`config.mk`:
```
export PLATFORM = sky130hd
export DESIGN_NAME = waveform_plot_ctrl_flat
export DESIGN_NICKNAME = d
export VERILOG_FILES = /design/src/rtl/waveform_plot_if.sv /design/src/rtl/waveform_plot_ctrl.sv /design/src/flat_wrapper.sv
export SDC_FILE = /design/constraint.sdc
export NUM_CORES = 1
export LEC_CHECK = 0
export ABC_AREA = 1
export CORE_UTILIZATION = 30
export DETAILED_ROUTE_END_ITERATION = 8
export PLACE_DENSITY = 0.61
export SYNTH_ARGS = -nofsm -noshare
export SYNTH_HDL_FRONTEND = slang
export SYNTH_SLANG_ARGS = --single-unit
```
`constraint.sdc`:
```
create_clock -name CLOCK_50 -period 1.4 [get_ports CLOCK_50]
set_input_delay 0.21 -clock CLOCK_50 [delete_from_list [all_inputs] [get_ports CLOCK_50]]
set_output_delay 0.21 -clock CLOCK_50 [all_outputs]
set_load 0.05 [all_outputs]
```
`src/rtl/waveform_plot_if.sv`:
```
// rtl/waveform_plot_if.sv - CODEC read handshake and vga_adapter plot bus for waveform_plot_ctrl
interface waveform_plot_if;
  logic        enable;
  logic        sample_valid;
  logic [23:0] sample_data;
  logic        sample_ack;
  logic        plot;
  logic [7:0]  x;
  logic [6:0]  y;
  logic [2:0]  colour;
  logic        busy;
  logic        frame_done;

  modport master (
    output enable, sample_valid, sample_data,
    input  sample_ack, plot, x, y, colour, busy, frame_done
  );

  modport slave (
    input  enable, sample_valid, sample_data,
    output sample_ack, plot, x, y, colour, busy, frame_done
  );
endinterface

```
`src/rtl/waveform_plot_ctrl.sv`:
```
// rtl/waveform_plot_ctrl.sv - decimating CODEC-to-VGA oscilloscope column scheduler
// Optional PLOT_LINE_EN: join consecutive samples with a vertical line segment.
module waveform_plot_ctrl #(
  parameter int         DECIM      = 4,
  parameter int         GAIN_SHIFT = 1,
  parameter int         Y_CENTER   = 60,
  parameter logic [2:0] COLOUR     = 3'b111
) (
  input  logic           CLOCK_50,
  input  logic           reset,
  waveform_plot_if.slave bus
);

  typedef enum logic [2:0] {
    S_IDLE,
    S_WAIT,
    S_ERASE,
    S_PLOT,
    S_NEXT
  } state_t;

  state_t     state_q, state_d;
  logic [7:0] column_q, column_d;
  logic [7:0] decim_cnt_q, decim_cnt_d;
  logic [6:0] prev_y_q, prev_y_d;
  logic [6:0] y_new_q, y_new_d;
  logic [6:0] y_end_q, y_end_d;
  logic       plot_q, plot_d;
  logic [7:0] x_q, x_d;
  logic [6:0] y_q, y_d;
  logic [2:0] colour_q, colour_d;

  logic              sample_ack;
  logic signed [9:0] s_ext, v_shift, t_val;
  logic [6:0]        y_map;
  logic [6:0]        line_lo, line_hi;
  logic              unused_bits;

  assign unused_bits = ^{bus.sample_data[15:0], prev_y_q};

  // Sample byte -> screen row, clamped to the visible 0..119 range.
  always_comb begin
    s_ext   = {{2{bus.sample_data[23]}}, bus.sample_data[23:16]};
    v_shift = s_ext >>> GAIN_SHIFT;
    t_val   = $signed(10'(Y_CENTER)) - v_shift;
    if (t_val[9]) begin
      y_map = 7'd0;
    end else if (t_val > 10'sd119) begin
      y_map = 7'd119;
    end else begin
      y_map = t_val[6:0];
    end
  end

  always_comb begin
    line_lo = y_new_q;
    line_hi = y_new_q;
`ifdef PLOT_LINE_EN
    if (column_q != 8'd0) begin
      if (prev_y_q < y_new_q) begin
        line_lo = prev_y_q;
      end else begin
        line_hi = prev_y_q;
      end
    end
`endif
  end

  always_comb begin
    state_d     = state_q;
    column_d    = column_q;
    decim_cnt_d = decim_cnt_q;
    prev_y_d    = prev_y_q;
    y_new_d     = y_new_q;
    y_end_d     = y_end_q;
    plot_d      = 1'b0;
    x_d         = x_q;
    y_d         = y_q;
    colour_d    = colour_q;
    sample_ack  = 1'b0;

    case (state_q)
      S_IDLE: begin
        if (bus.enable) begin
          state_d = S_WAIT;
        end
      end
      S_WAIT: begin
        if (bus.sample_valid) begin
          sample_ack = 1'b1;
          if (decim_cnt_q == 8'(DECIM - 1)) begin
            decim_cnt_d = 8'd0;
            y_new_d     = y_map;
            state_d     = S_ERASE;
            plot_d      = 1'b1;
            x_d         = column_q;
            y_d         = 7'd0;
            colour_d    = 3'b000;
          end else begin
            decim_cnt_d = decim_cnt_q + 8'd1;
          end
        end else if (!bus.enable) begin
          state_d = S_IDLE;
        end
      end
      S_ERASE: begin
        plot_d = 1'b1;
        if (y_q != 7'd119) begin
          y_d = y_q + 7'd1;
        end else begin
          state_d  = S_PLOT;
          y_d      = line_lo;
          y_end_d  = line_hi;
          colour_d = COLOUR;
        end
      end
      S_PLOT: begin
        if (y_q != y_end_q) begin
          plot_d = 1'b1;
          y_d    = y_q + 7'd1;
        end else begin
          state_d  = S_NEXT;
          prev_y_d = y_new_q;
        end
      end
      S_NEXT: begin
        column_d = (column_q == 8'd159) ? 8'd0 : column_q + 8'd1;
        state_d  = bus.enable ? S_WAIT : S_IDLE;
      end
      default: begin
        state_d = S_IDLE;
      end
    endcase
  end

  always_ff @(posedge CLOCK_50) begin
    if (reset) begin
      state_q     <= S_IDLE;
      column_q    <= 8'd0;
      decim_cnt_q <= 8'd0;
      prev_y_q    <= 7'(Y_CENTER);
      y_new_q     <= 7'd0;
      y_end_q     <= 7'd0;
      plot_q      <= 1'b0;
      x_q         <= 8'd0;
      y_q         <= 7'd0;
      colour_q    <= 3'b000;
    end else begin
      state_q     <= state_d;
      column_q    <= column_d;
      decim_cnt_q <= decim_cnt_d;
      prev_y_q    <= prev_y_d;
      y_new_q     <= y_new_d;
      y_end_q     <= y_end_d;
      plot_q      <= plot_d;
      x_q         <= x_d;
      y_q         <= y_d;
      colour_q    <= colour_d;
    end
  end

  assign bus.sample_ack = sample_ack;
  assign bus.plot       = plot_q;
  assign bus.x          = x_q;
  assign bus.y          = y_q;
  assign bus.colour     = colour_q;
  assign bus.busy       = (state_q != S_IDLE);
  assign bus.frame_done = (state_q == S_NEXT) && (column_q == 8'd159);

endmodule

```
`src/flat_wrapper.sv`:
```
// flat-port wrapper written by rule: the top's interface ports become plain ports
module waveform_plot_ctrl_flat 
#(
  parameter int         DECIM      = 4,
  parameter int         GAIN_SHIFT = 1,
  parameter int         Y_CENTER   = 60,
  parameter logic [2:0] COLOUR     = 3'b111
)
  (CLOCK_50, reset, bus_enable, bus_sample_valid, bus_sample_data, bus_sample_ack, bus_plot, bus_x, bus_y, bus_colour, bus_busy, bus_frame_done);
  waveform_plot_if bus_i ();
  input  logic CLOCK_50;
  input  logic reset;
  input wire logic [$bits(bus_i.enable)-1:0] bus_enable;
  input wire logic [$bits(bus_i.sample_valid)-1:0] bus_sample_valid;
  input wire logic [$bits(bus_i.sample_data)-1:0] bus_sample_data;
  output wire logic [$bits(bus_i.sample_ack)-1:0] bus_sample_ack;
  output wire logic [$bits(bus_i.plot)-1:0] bus_plot;
  output wire logic [$bits(bus_i.x)-1:0] bus_x;
  output wire logic [$bits(bus_i.y)-1:0] bus_y;
  output wire logic [$bits(bus_i.colour)-1:0] bus_colour;
  output wire logic [$bits(bus_i.busy)-1:0] bus_busy;
  output wire logic [$bits(bus_i.frame_done)-1:0] bus_frame_done;
  assign bus_i.enable = bus_enable;
  assign bus_i.sample_valid = bus_sample_valid;
  assign bus_i.sample_data = bus_sample_data;
  assign bus_sample_ack = bus_i.sample_ack;
  assign bus_plot = bus_i.plot;
  assign bus_x = bus_i.x;
  assign bus_y = bus_i.y;
  assign bus_colour = bus_i.colour;
  assign bus_busy = bus_i.busy;
  assign bus_frame_done = bus_i.frame_done;
  waveform_plot_ctrl #(.DECIM(DECIM), .GAIN_SHIFT(GAIN_SHIFT), .Y_CENTER(Y_CENTER), .COLOUR(COLOUR)) u_core (.CLOCK_50(CLOCK_50), .reset(reset), .bus(bus_i));
endmodule
```
==> impl_metrics.json, run 1 <==
{
  "status": "finished, violations left",
  "violations": "negative setup slack",
  "finalCritPeriodShare_pct": 116,
  "port_buffers": 32,
  "finalNetCount": 518,
  "grt_overflow_total": 0,
  "post_drt_wl_per_cell_um": 12.9,
  "gr-usage-all-layers_pct": 16.2,
  "clkPwrFrac_pct": 35.0,
  "drtPass1Iterations": 4,
  "grt_pass1_wl_mm": 11.2,
  "synthCells": 373,
  "intPower_mw": 2.21,
  "clk_path_buf_depth": 2,
  "fin_util_pct": 57.0,
  "post-place-ws_ns": -0.516,
  "cp_slowest_stage_delay_ns": 0.37,
  "fp-row-count": 32,
  "gp_congestion": 0.826,
  "finalMaxSlewViolations": 0,
  "yosysSeqAreaShare_pct": 40.3,
  "final_hold_viol_count": 0,
  "die_w_um": 93.0,
  "setup_viol": 39,
  "ioPinCount": 50,
  "required_ns": 1.19,
  "slowest_stage": "dfxtp_2",
  "die_y_um": 93.0,
  "synth.ff_latch_count": 50,
  "wl_mm": 7.61,
  "final.setup_skew_ns": 0.00619,
  "cts-htree-levels": 2,
  "rsz0062_at_grt": "yes",
  "ant_nets": 0,
  "clock-sinks": 50,
  "synth.net_count": 405,
  "path_delay_family": "simple AND/OR/NAND/NOR gates",
  "detailed_place_hpwl_mm": 4.53,
  "drt_iter0_drc": 109,
  "core_um2": 7850,
  "p_sw_mw": 0.776,
  "grt_pass1_vias": 2558,
  "num_antenna_cells": 0,
  "drc_errors": 0,
  "power_mw": 2.98,
  "path_max_fanout": 2,
  "period_minus_slack_ns": 1.62,
  "worstPathCellList": "ha_4 > nand2_4 > nor2_4 > nand4_1 > nor2_4 > buf_12",
  "maxSlewHeadroom_pct": 75.3,
  "power_frac_seq_pct": 48.3,
  "dieArea_um2": 8640,
  "power_switching_share_pct": 26.0,
  "area_growth_pct": 80.3,
  "yosys_warnings": 0,
  "clock_latency_ns": 0.31,
  "initial_core_util_pct": 31.6,
  "fin_ws_ns": -0.225,
  "synth_cell_types": 31,
  "synth_area_per_cell_um2": 6.66,
  "power_density_nw_per_um2": 666,
  "drv_cap": 0,
  "syn_area_um2": 2480,
  "peakVddDrop_mv": 0.414,
  "grt_max_degree": 22,
  "arrival_ns": 1.41,
  "cp-start-kind": "register",
  "end_kind": "output pin",
  "avgViaCountPerCell": 4.78,
  "clk_pin_slew_ns": 0.09,
  "hp-class": "in2reg",
  "dr_total_vias": 2816,
  "p_leak_nw": 1.89,
  "multi_input_area_um2": 1710,
  "crit_type": "reg2out",
  "final_cell_count_no_fill": 589,
  "crit_top_cell": "nor2_4",
  "tritoncts": "done",
  "worst_pin_slew_ns": 0.368,
  "final-seq-area_um2": 1040,
  "antenna_found_initial": 0,
  "ctsRootBufferMaster": "clkbuf_8",
  "combinationalPowerShare_pct": 16.8,
  "fillers": 691,
  "maxClockFrequency_mhz": 615,
  "crit_buf_inv": 1,
  "dp_cells": 556,
  "drive_above_1_share_pct": 47.0,
  "cts_buffers": 5
}
[kinds of logic (layout without fill, tap and decap cells)]
group           after synthesis  in the layout  share of synthesized area, %
compound gates               54             54                          11.9
xor+xnor                      4              4                          1.41
fa+ha+maj                     4              4                          2.02
buf+inv                      59            173                          9.48
flops                        50             50                          40.3
simple gates                202            202                          34.9
[tightest hold or removal path: cells and delay by family]
kind | cells | cell delay (ns)
and+or+nand+nor | 3 | 0.13
buffers and inverters | 3 | 0.32
[power groups by stage]
stage          sequential (mW)  clock (mW)  combinational [mW]
4_1_cts                   1.44        1.06               0.418
2_1_floorplan             1.47           0               0.160
3_5_place_dp              1.47           0               0.342
6_report                  1.44        1.04               0.500
3_3_place_gp              1.47           0               0.336
5_1_grt                   1.44        1.13               0.536
[cell type report]
type,count,share of cell area (%)
Clock buffer,6,1.62
Clock inverter,2,0.811
Timing Repair Buffer,113,28.4
Multi-Input combinational cell,264,38.3
Sequential cell,50,23.2
Inverter,52,4.81
Tap cell,102,2.85
[final timing paths]
kind | slack, ns | endpoint | cells past startpoint | from
max | -0.22 | bus_frame_done | 6 | u_core.column_q[0]
min | 0.38 | u_core.line_hi[0] | 6 | bus_sample_data[17]
max reg2reg | -0.18 | u_core.bus.x[6] | 11 | u_core.decim_cnt_q[0]
min reg2reg | 0.47 | u_core.line_hi[5] | 2 | u_core.line_hi[5]
[what timing repair did]
action	in CTS	in global routing
endpoints found under the hold margin	0	0
setup endpoints to repair	40	47
hold buffers	0	0
buffers inserted	19	12
gates cloned	3	0
gates resized for setup	87	80
pin swaps	24	37
[synth_stat cells]
master	number	area share [%]
a211oi_1	4	1.2
a21oi_1	24	4.8
a31oi_1	1	0.25
and3_1	2	0.50
buf_2	2	0.40
buf_4	3	0.91
clkbuf_1	2	0.30
dfxtp_1	50	40
ha_1	4	2.0
inv_1	51	7.7
inv_2	1	0.15
nand2_1	119	18
nand2_2	2	0.50
nand3_1	27	5.4
nand4_1	2	0.50
nand4_2	1	0.50
nor2_1	31	4.7
nor2_2	4	1.0
nor3_1	7	1.4
nor3_2	3	1.2
nor3b_1	2	0.60
nor4_1	1	0.25
o21a_1	1	0.30
o21ai_0	17	3.4
o21ai_1	3	0.60
o21bai_2	1	0.45
o22ai_1	2	0.50
o31ai_1	1	0.30
or2_2	1	0.25
xnor2_1	3	1.1
xor2_1	1	0.35
[sequential cells by signal (all words and copies together), names as in the netlist]
signal,flops
u_core.y_end_q,7
u_core.column_q,8
u_core.bus.colour,1
u_core.state_q,3
u_core.bus.plot,1
u_core.decim_cnt_q,8
u_core.bus.y,7
u_core.bus.x,8
u_core.line_hi,7
[metal layers]
metal	up-vias	track usage, %	wire (µm)
met2	65	28.8	4050
li1	1413	-	-
met1	1320	19.0	3130
met4	0	6.79	198
met5	-	0	0
met3	18	2.71	232
[through the flow]
stage	TNS [ns]	hold slack [ns]	cell area, µm²
global placement	-8.32	0.447	3620
global route	-8.54	0.402	4480
CTS	-2.82	0.465	4150
detailed placement	-8.89	0.449	3620
floorplan	-0.172	0.288	2550
finish	-4.60	0.377	4480
[placed cells by master, fill, tap and decap left out, types with 13 or more instances in the layout]
cell	count
buf_12	25
buf_4	56
nor2_1	19
nand2_1	81
buf_6	22
inv_1	44
a21oi_1	13
dfxtp_1	33
nand2_2	31
nand3_1	22
No activity file was read; power rests on OpenSTA's default activity.
==> run 2, diff against run 1 <==
--- a/config.mk
+++ b/config.mk
@@ -6,9 +6,11 @@
 export NUM_CORES = 1
 export LEC_CHECK = 0
 export ABC_AREA = 1
-export CORE_UTILIZATION = 30
+export CAP_MARGIN = 10
+export CORE_UTILIZATION = 46
 export DETAILED_ROUTE_END_ITERATION = 8
-export PLACE_DENSITY = 0.61
+export PLACE_DENSITY = 0.83
+export SKIP_CTS_REPAIR_TIMING = 1
 export SYNTH_ARGS = -nofsm -noshare
 export SYNTH_HDL_FRONTEND = slang
 export SYNTH_SLANG_ARGS = --single-unit
==> impl_metrics.json, run 2 (synthesis results as in run 1) <==
{
  "fin_area_um2": 4150,
  "detailed_place_hpwl_mm": 4.62,
  "initial_core_util_pct": 48.3,
  "clk_path_buf_depth": 2,
  "peakVddDrop_mv": 0.566,
  "period_minus_slack_ns": 1.73,
  "cp-start-kind": "register",
  "power_density_nw_per_um2": 685,
  "final_hold_viol_count": 0,
  "core_um2": 5140,
  "drc_errors": 0,
  "die_y_um": 75.5,
  "maxClockFrequency_mhz": 579,
  "hold_path_startpoint": "bus_sample_data[17]",
  "tritoncts": "done",
  "crit_type": "reg2reg",
  "dpl_cell_area_um2": 3530,
  "ant_nets": 0,
  "layout_commonest_cell": "nand2_1",
  "ioPinCount": 50,
  "clock-sinks": 50,
  "gp_congestion": 0.869,
  "finalNetCount": 500,
  "post-place-ws_ns": -0.500,
  "clock_latency_ns": 0.32,
  "port_buffers": 32,
  "setup_viol": 41,
  "wl_mm": 8.71,
  "path_max_fanout": 8,
  "drv_cap": 0,
  "drive_above_1_share_pct": 42.2,
  "arrival_ns": 1.95,
  "dr_total_vias": 2970,
  "grt_overflow_total": 0,
  "grt_pass1_wl_mm": 10.4,
  "finalMaxSlewViolations": 0,
  "maxSlewHeadroom_pct": 77.5,
  "ctsRootBufferMaster": "clkbuf_8",
  "cts-htree-levels": 2,
  "gr-usage-all-layers_pct": 23.7,
  "hp-class": "in2reg",
  "reg2reg_depth": 8,
  "rsz0062_at_grt": "yes",
  "startpoint": "u_core.state_q[1]",
  "clk_pin_slew_ns": 0.11,
  "grt_max_degree": 17,
  "worst_pin_slew_ns": 0.335,
  "area_growth_pct": 67.3,
  "num_antenna_cells": 0,
  "fin_util_pct": 80.8,
  "fin_ws_ns": -0.326,
  "required_ns": 1.62,
  "drt_iter0_drc": 177,
  "grt_pass1_vias": 2492,
  "status": "finished, violations left",
  "dp_cells": 518,
  "final.setup_skew_ns": 0.0182,
  "dieArea_um2": 5690,
  "fp-row-count": 26,
  "layout_common_cells": "nand2_1 (94), buf_4 (53), inv_1 (43)",
  "antenna_found_initial": 0,
  "whs_path_depth": 6,
  "final_cell_count_no_fill": 539,
  "avgViaCountPerCell": 5.51,
  "cts_buffers": 5,
  "reg2reg_from": "u_core.state_q[1]",
  "finalCritPeriodShare_pct": 123,
  "p_leak_nw": 1.77,
  "post_drt_wl_per_cell_um": 16.2,
  "drtPass1Iterations": 5,
  "end_kind": "register",
  "die_w_um": 75.5,
  "violations": "negative setup slack"
}
==> run 2: cell types whose count changed in the layout (fill, tap and decap cells not counted), sizes merged <==
| cell | previous run | this run |
|---|---|---|
| clkdlybuf4s50 | 7 | 8 |
| clkinvlp | 0 | 1 |
| buf | 103 | 85 |
| dlygate4sd2 | 1 | 0 |
| bufinv | 1 | 0 |
==> run 2: path summary, 6_finish.rpt <==
check                      end  slack, ns
min reg2reg  u_core.line_hi[0]       0.47
max reg2reg    u_core.bus.y[5]      -0.33
max            u_core.bus.y[5]      -0.33
min          u_core.line_hi[0]       0.41
==> run 2: final cells by class <==
cell class                 count  area [µm²]
fill                         296         986
clock buffer                   6        82.6
inverter                      52         213
timing repair buffer          95        1060
sequential                    50        1040
multi-input combinational    264        1650
tap                           70        87.6
clock inverter                 2        16.3
==> run 2: per-layer routing <==
layer | track usage, % | wire length, µm
met5 | 0 | 0
met3 | 3.97 | 460
met1 | 26.3 | 3330
met2 | 44.3 | 4530
met4 | 10.3 | 392
==> run 2: worst max-delay path: stages (launching register included) <==
cell and delay (ns):
dfxtp_4 0.42, inv_4 0.07, nor3_4 0.24, inv_2 0.09, nor2_4 0.25, nand2_1 0.16, nand2_1 0.11, nand2_1 0.08
a21oi_1 0.21
==> run 2: power by group <==
part / leakage [nW] / total [mW] / internal (mW) / switching [mW]
sequential: 0.413 / 1.45 / 1.42 / 0.0248
clock: 0.0478 / 0.946 / 0.408 / 0.538
combinational: 1.31 / 0.452 / 0.210 / 0.241
==> run 2: through the flow <==
step | TNS (ns) | total power [mW] | hold slack (ns)
finish | -5.16 | 2.85 | 0.406
global route | -9.03 | 2.92 | 0.439
CTS | -4.85 | 2.68 | 0.460
detailed placement | -7.49 | 1.81 | 0.442
global placement | -6.14 | 1.79 | 0.443
floorplan | -0.172 | 1.63 | 0.288
==> run 3, diff against run 2 <==
--- a/config.mk
+++ b/config.mk
@@ -9,6 +9,7 @@
 export CAP_MARGIN = 10
 export CORE_UTILIZATION = 46
 export DETAILED_ROUTE_END_ITERATION = 8
+export MAX_ROUTING_LAYER = met4
 export PLACE_DENSITY = 0.83
 export SKIP_CTS_REPAIR_TIMING = 1
 export SYNTH_ARGS = -nofsm -noshare
==> impl_metrics.json, run 3 (synthesis results as in run 1) <==
{
  "status": "finished, violations left",
  "violations": "negative setup slack",
  "avgViaCountPerCell": 5.68,
  "crit_type": "reg2out",
  "cp-start-kind": "register",
  "dpl_cell_area_um2": 3530,
  "cts_buffers": 5,
  "peakVddDrop_mv": 0.615,
  "gr-usage-all-layers_pct": 25.2,
  "tritoncts": "done",
  "power_density_nw_per_um2": 664,
  "core_um2": 5140,
  "dp_cells": 519,
  "startpoint": "u_core.column_q[4]",
  "grt_pass1_wl_mm": 10.5,
  "required_ns": 1.19,
  "hp-class": "in2reg",
  "ctsRootBufferMaster": "clkbuf_8",
  "drive_above_1_share_pct": 44.3,
  "arrival_ns": 1.49,
  "ant_nets": 0,
  "clk_path_buf_depth": 2,
  "reg2reg_from": "u_core.bus.y[0]",
  "post_drt_wl_per_cell_um": 17.6,
  "fin_area_um2": 4230,
  "layout_common_cells": "nand2_1 (90), buf_4 (53), inv_1 (42)",
  "final_hold_viol_count": 0,
  "final_cell_count_no_fill": 542,
  "worst_pin_slew_ns": 0.369,
  "grt_pass1_vias": 2512,
  "detailed_place_hpwl_mm": 4.82,
  "fin_ws_ns": -0.301,
  "holdWs_ns": 0.423,
  "layout_commonest_cell": "nand2_1",
  "hold_path_startpoint": "bus_sample_data[17]",
  "rsz0062_at_grt": "yes",
  "finalCritPeriodShare_pct": 121,
  "initial_core_util_pct": 48.3,
  "maxClockFrequency_mhz": 588,
  "wl_mm": 9.54,
  "path_max_fanout": 3,
  "clock_latency_ns": 0.33,
  "ioPinCount": 50,
  "drtPass1Iterations": 6,
  "fp-row-count": 26,
  "intPower_mw": 1.99,
  "port_buffers": 32,
  "die_w_um": 75.5,
  "drt_iter0_drc": 319,
  "drc_errors": 0,
  "area_growth_pct": 70.2,
  "grt_overflow_total": 0,
  "power_frac_seq_pct": 51.6,
  "setup_viol": 43,
  "dr_total_vias": 3081,
  "grt_max_degree": 19,
  "power_switching_share_pct": 29.0,
  "power_mw": 2.81,
  "end_kind": "output pin",
  "p_sw_mw": 0.814,
  "dieArea_um2": 5690,
  "finalMaxSlewViolations": 0,
  "final.setup_skew_ns": 0.0200,
  "clock-sinks": 50,
  "gp_congestion": 0.874,
  "die_y_um": 75.5,
  "period_minus_slack_ns": 1.70,
  "clk_pin_slew_ns": 0.10,
  "antenna_found_initial": 0,
  "combinationalPowerShare_pct": 15.3,
  "drv_cap": 0,
  "clkPwrFrac_pct": 33.1,
  "maxSlewHeadroom_pct": 75.3,
  "cts-htree-levels": 2,
  "num_antenna_cells": 0,
  "finalNetCount": 503,
  "p_leak_nw": 1.87
}
## run 3: critical path, cell delays in order, from the launching register on
cell     delay (ns)
dfxtp_1        0.43
nand2_1        0.14
nor2_4         0.13
nand4_1        0.17
nor2_4         0.15
buf_12         0.14
## run 3: per-layer routing
metal	track usage (%)	vias to the layer above	share of wire, %
li1	-	1383	-
met2	46.1	182	52
met5	-	-	0
met3	4.50	57	6.5
met1	26.6	1459	36
met4	10.7	0	5.5
## run 3: area by class of cell
class	count	area, µm²
multi-input combinational	264	1670
timing repair buffer	98	1120
sequential	50	1040
fill	285	915
inverter	52	210
tap	70	87.6
clock buffer	5	68.8
clock inverter	3	28.8
## run 3: worst paths after layout
path	slack, ns	to	depth (start not counted)
worst min-delay path	0.42	u_core.line_hi[0]	6
worst max-delay path	-0.30	bus_frame_done	5
worst min register to register	0.46	u_core.line_hi[5]	2
worst max register to register	-0.26	u_core.bus.y[1]	10
## run 3: power by group through the flow
stage / clock network [mW] / registers (mW) / logic (mW)
after floorplan: 0 / 1.47 / 0.160
after global placement: 0 / 1.47 / 0.322
after detailed placement: 0 / 1.47 / 0.334
after CTS: 0.908 / 1.44 / 0.335
after global routing: 0.988 / 1.45 / 0.457
final: 0.929 / 1.45 / 0.430
## run 3: stage by stage
step                utilization (%)  worst slack, ns  setup TNS (ns)
global route                   82.2           -0.388           -8.92
finish                         82.2           -0.301           -6.26
CTS                            70.7           -0.359           -5.82
detailed placement             68.8           -0.511           -7.96
global placement               68.8           -0.412           -6.30
floorplan                         -          -0.0216          -0.172
